$ cat src/rtl/alarm_pkg.sv
// Shared definitions for the alarm unit: FSM state encoding and BCD wrap limits
// of the alarm-time fields.
package alarm_pkg;

    typedef enum logic [1:0] {
        DISARMED = 2'd0,
        ARMED    = 2'd1,
        RING     = 2'd2,
        SNOOZE   = 2'd3
    } alarm_state_e;

    localparam logic [6:0] MIN_MAX = 7'h59;
    localparam logic [4:0] HR_MAX  = 5'h11;

endpackage

$ cat src/rtl/bcd_wrap_inc.sv
// Combinational BCD +1 for a {tens, units} packed field, wrapping to zero
// once the field reaches MAX_VAL.
module bcd_wrap_inc #(
    parameter int                TENS_W  = 3,
    parameter logic [TENS_W+3:0] MAX_VAL = '0
) (
    input  logic [TENS_W+3:0] cur,
    output logic [TENS_W+3:0] result
);

    logic [TENS_W-1:0] tens;
    logic [3:0]        units;

    assign tens  = cur[TENS_W+3:4];
    assign units = cur[3:0];

    always_comb begin
        if (cur == MAX_VAL) begin
            result = '0;
        end else if (units == 4'd9) begin
            result = {tens + TENS_W'(1), 4'h0};
        end else begin
            result = {tens, units + 4'd1};
        end
    end

endmodule

$ cat src/rtl/alarm_unit.sv
// Alarm time register, match compare against the running BCD time, and the
// ring / snooze / timeout sequencer driving the buzzer.
module alarm_unit
    import alarm_pkg::*;
#(
    parameter int RING_TIMEOUT_S = 60,
    parameter int SNOOZE_S       = 300,
    parameter int CNT_W          = $clog2(((RING_TIMEOUT_S > SNOOZE_S) ? RING_TIMEOUT_S : SNOOZE_S) + 1)
) (
    input  logic       clk,
    input  logic       rst,
    input  logic       sec_tick,
    input  logic [6:0] sec,
    input  logic [6:0] min,
    input  logic [4:0] hr,
    input  logic       arm,
    input  logic       set_mode,
    input  logic       inc_min,
    input  logic       inc_hr,
    input  logic       snooze,
    input  logic       ack,
    output logic [6:0] alm_min,
    output logic [4:0] alm_hr,
    output logic       ringing,
    output logic       buzz,
    output logic [1:0] state
);

    localparam logic [CNT_W-1:0] RING_LAST   = CNT_W'(RING_TIMEOUT_S - 1);
    localparam logic [CNT_W-1:0] SNOOZE_LAST = CNT_W'(SNOOZE_S - 1);

    alarm_state_e     state_q, state_d;
    logic [CNT_W-1:0] cnt_q, cnt_d;
    logic             buzz_d;
    logic             match;
    logic             edit_en;
    logic [6:0]       min_inc;
    logic [4:0]       hr_inc;

    bcd_wrap_inc #(.TENS_W(3), .MAX_VAL(MIN_MAX)) u_min_inc (
        .cur    (alm_min),
        .result (min_inc)
    );

    bcd_wrap_inc #(.TENS_W(1), .MAX_VAL(HR_MAX)) u_hr_inc (
        .cur    (alm_hr),
        .result (hr_inc)
    );

    // Compare uses the registered alarm time, so a same-cycle edit cannot affect it.
    assign match   = sec_tick && (sec == 7'h00) && (min == alm_min) && (hr == alm_hr);
    assign edit_en = set_mode && ((state_q == DISARMED) || (state_q == ARMED));
    assign state   = state_q;

    always_comb begin
        state_d = state_q;
        cnt_d   = cnt_q;
        if (!arm) begin
            state_d = DISARMED;
            cnt_d   = '0;
        end else begin
            case (state_q)
                DISARMED: begin
                    state_d = ARMED;
                    cnt_d   = '0;
                end
                ARMED: begin
                    if (match) begin
                        state_d = RING;
                        cnt_d   = '0;
                    end
                end
                RING: begin
                    if (ack) begin
                        state_d = ARMED;
                        cnt_d   = '0;
                    end else if (snooze) begin
                        state_d = SNOOZE;
                        cnt_d   = '0;
                    end else if (sec_tick) begin
                        if (cnt_q == RING_LAST) begin
                            state_d = ARMED;
                            cnt_d   = '0;
                        end else begin
                            cnt_d = cnt_q + CNT_W'(1);
                        end
                    end
                end
                SNOOZE: begin
                    if (ack) begin
                        state_d = ARMED;
                        cnt_d   = '0;
                    end else if (sec_tick) begin
                        if (cnt_q == SNOOZE_LAST) begin
                            state_d = RING;
                            cnt_d   = '0;
                        end else begin
                            cnt_d = cnt_q + CNT_W'(1);
                        end
                    end
                end
                default: begin
                    state_d = DISARMED;
                    cnt_d   = '0;
                end
            endcase
        end
    end

    // Buzzer starts low on RING entry and toggles per second while ringing.
    always_comb begin
        buzz_d = 1'b0;
        if ((state_d == RING) && (state_q == RING)) begin
            buzz_d = sec_tick ? ~buzz : buzz;
        end
    end

    always_ff @(posedge clk or posedge rst) begin
        if (rst) begin
            state_q <= DISARMED;
            cnt_q   <= '0;
            ringing <= 1'b0;
            buzz    <= 1'b0;
        end else begin
            state_q <= state_d;
            cnt_q   <= cnt_d;
            ringing <= (state_d == RING);
            buzz    <= buzz_d;
        end
    end

    always_ff @(posedge clk or posedge rst) begin
        if (rst) begin
            alm_min <= 7'h00;
            alm_hr  <= 5'h00;
        end else if (edit_en) begin
            if (inc_min) alm_min <= min_inc;
            if (inc_hr)  alm_hr  <= hr_inc;
        end
    end

endmodule

$ cat config.mk
export PLATFORM = sky130hd
export DESIGN_NAME = alarm_unit
export DESIGN_NICKNAME = d
export VERILOG_FILES = /design/src/rtl/alarm_pkg.sv /design/src/rtl/bcd_wrap_inc.sv /design/src/rtl/alarm_unit.sv
export SDC_FILE = /design/constraint.sdc
export NUM_CORES = 1
export LEC_CHECK = 0
export CORE_MARGIN = 2
export CORE_UTILIZATION = 35
export DETAILED_ROUTE_END_ITERATION = 16
export PLACE_DENSITY_LB_ADDON = 0.2
export SLEW_MARGIN = 20
export SYNTH_ARGS = -nofsm -noshare
export SYNTH_HDL_FRONTEND = slang
export SYNTH_HIERARCHICAL = 1
export SYNTH_SLANG_ARGS = --single-unit
export TNS_END_PERCENT = 20
$ cat constraint.sdc
create_clock -name clk -period 1.9 [get_ports clk]
set_input_delay 0.19 -clock clk [delete_from_list [all_inputs] [get_ports clk]]
set_output_delay 0.19 -clock clk [all_outputs]
set_load 0.005 [all_outputs]
==> metrics.md <==
| Metric | Value |
|---|---|
| Status | finished clean |
| Synth Net Count | 197 |
| Final setup violation count | 0 |
| CTS tree | done |
| Clock Latency Late Sink | 0.27 ns |
| Non-Filler Instances | 283 |
| Vias in the first global route | 1422 |
| Fin Hold WS | 0.266 ns |
| Ys Warns | 6 |
| Worst Path Required | 2.04 ns |
| Area growth syn-to-layout | 40.6% |
| Num CTS Buffers | 3 |
| Sum Neg Setup Slack | 0 ns |
| Final nets | 263 |
| Setup CP Type | flop to flop |
| Chip width | 73.1 µm |
| DRC | 0 |
| Leakage | 0.971 nW |
| H-tree depth | 1 |
| Share of layout cells above drive strength 1 | 20.5% |
| Final min period | 1.76 ns |
| Hpwl dp | 2950 µm |
| Relative slew slack | 71.5% |
| Max Cap Viol | 0 |
| Site row count | 25 |
| Total gr overflow | 0 |
| Ports | 44 |
| Final Hold Viols | 0 |
| Worst-Margin Slew | 0.427 ns |
| Post-Syn Area per Cell | 10.2 µm² |
| Critical Path, Cell by Cell | ha_2, nand4bb_4, o41ai_4, a211oi_4, buf_4, a41oi_1, a31oi_1 |
| Total track usage | 15.9% |
| Placed cell count | 276 |
| Post-synthesis sequential area ratio | 37.5% |
| Die area | 0.00534 mm² |
| CTS clk-pin slew, worst paths | 0.10 ns |
| Initial Utilization | 35.8% |
| Chip height | 73.1 µm |
| Initial DRC Count | 56 |
| Post-DRT Antenna Nets | 0 |
| I/O Buffers | 43 |
| Worst endpoint data arrival time | 1.90 ns |
| Core area | 0.00466 mm² |
| Ant diodes | 0 |
| Longest Clk Path Bufs | 2 |
| Critical path fanouts, max | 8 |
| Max Fclk | 568 MHz |
| Crit-path max cell delay | 0.38 ns |
| Clock skew | 0.00864 ns |
| DP Worst Slack | -0.0331 ns |
| Post-Synthesis Cells | 164 |
| Wire length per cell | 13.8 µm |
| Crit. End Element | flop |
| Detail-routed via count per cell | 5.07 |
| Antenna violations before repair | 0 |
| Period utilisation layout | 92.7% |
| Crit-path slowest cell | dfrtp_1 |
| Number of synthesized register bits | 25 |
| First-pass GRT wire length | 6640 µm |
| Root Driver | clkbuf_8 |
| Clk sinks | 25 |
| Setup WS post-layout | 0.140 ns |
| Count of final max-slew check failures | 0 |
| Netlist cell types | 40 |
| Total Power | 2.13 mW |
| Vias | 1436 |
| Pwr dens | 909 mW/mm² |
| Largest net degree at the start of global routing | 26 |
| TritonRoute pass-1 iters | 4 |
| HP Class | input pin to async pin |
| Synthesized area | 0.00167 mm² |
| Final Routed Wirelength | 3910 µm |
| Routability Congestion | 0.819 |
| Worst vdd ir | 0.653 mV |
| Startpoint Class | flop |
layout by cell type, fill, tap and decap left out, types with 2 or more instances in the layout:
master,n
o21ai_0,5
nor2b_1,2
mux2_2,12
buf_4,19
a41oi_1,4
and3_1,3
nand2b_1,4
nand3_1,6
mux2i_1,2
dfrtp_1,25
nand2_1,12
ha_1,4
clkdlybuf4s50_1,43
a31oi_1,8
inv_1,12
o21a_1,2
nor2_1,10
nand3b_1,2
a21oi_1,10
xnor2_1,15
nand4_1,3
clkbuf_8,3
mux2_4,2
report_power, final:
part	switching, mW	internal (mW)
registers	0.127	0.639
clock network	0.178	0.147
logic	0.398	0.647
total	0.703	1.43
cell usage after synthesis:
cell	n	area, µm²
o21a_1	2	15.0
mux2_2	12	135
mux2i_1	2	20.0
nand4b_1	1	8.76
nor3b_1	1	7.51
a41oi_1	4	35.0
nand4bb_4	1	27.5
nand2_1	12	45.0
mux2_4	2	30.0
o41ai_4	1	27.5
nor2_1	10	37.5
nor3_1	1	5.00
a31o_2	1	8.76
buf_6	1	11.3
a211oi_2	1	12.5
and2b_1	1	7.51
a21oi_1	10	50.1
o211ai_1	1	7.51
o31ai_1	1	7.51
a31oi_1	8	50.1
o21ai_0	5	25.0
nor4b_1	1	8.76
xnor2_1	15	131
a21oi_2	1	8.76
and3b_1	1	8.76
a211oi_4	1	20.0
nor4_1	1	6.26
and3_1	3	18.8
nor4_2	1	12.5
nand2b_1	4	25.0
a21o_1	1	7.51
inv_1	12	45.0
nand3_1	6	30.0
nand4_1	3	18.8
nand3b_1	2	15.0
o311ai_4	1	26.3
ha_1	5	62.6
o21bai_2	1	11.3
dfrtp_1	25	626
nor2b_1	2	12.5
registers in the layout, indices dropped and copies added, names as in the netlist:
register,flops
alm_hr,5
alm_min,7
buzz,1
cnt_q,9
ringing,1
state,2
worst paths after layout:
check,depth (start not counted),end,slack (ns),startpoint
worst max-delay path,7,cnt_q[8],0.14,cnt_q[1]
worst min-delay path,3,alm_min[5],0.27,rst
worst max register to register,7,cnt_q[8],0.14,cnt_q[1]
worst min register to register,1,cnt_q[4],0.56,cnt_q[4]
max in group asynchronous,3,cnt_q[1],1.36,rst
min in group clk,1,cnt_q[4],0.56,cnt_q[4]
cell type report:
cell class | count | area, µm²
Multi-Input combinational cell | 126 | 990
Clock inverter | 1 | 5.00
Fill cell | 444 | 2310
Tap cell | 54 | 67.6
Timing Repair Buffer | 62 | 573
Sequential cell | 25 | 626
Inverter | 12 | 45.0
Clock buffer | 3 | 41.3
cell families (layout without fill, tap and decap cells):
family,after synthesis,after routing,share of synthesized area (%)
mux,16,16,11.1
buf+inv,13,78,3.37
flops,25,25,37.5
compound gates,39,39,18.7
xor+xnor,15,15,7.87
fa+ha+maj,5,5,3.75
simple gates,51,51,17.7
per-layer routing:
layer | wire length [µm] | vias to the layer above | GRT usage (%)
li1 | - | 725 | -
met1 | 1930 | 680 | 22.2
met2 | 1780 | 29 | 25.1
met3 | 171 | 2 | 2.49
met4 | 29 | 0 | 4.73
met5 | 0 | - | 0
through the flow:
step                      utilization (%)  area [µm²]
after floorplan                         -        1670
after global placement               48.8        2280
after detailed placement             48.8        2280
after CTS                            49.8        2320
after global routing                 50.4        2350
final                                50.4        2350
worst max-delay path, delay by kind of cell, from the launching register on:
family	cells	cell delay, ns
AO/OA/AOI/OAI	4	0.67
adder cells (fa/ha/maj)	1	0.23
buffers and inverters	1	0.18
flip-flops	1	0.38
AND/OR/NAND/NOR	1	0.16
repair_timing:
action,CTS,global route
hold buffers,0,0
setup buffers,0,3
endpoints found under the setup margin,0,3
resized for setup,0,1
(Power assumes the default switching activity.)
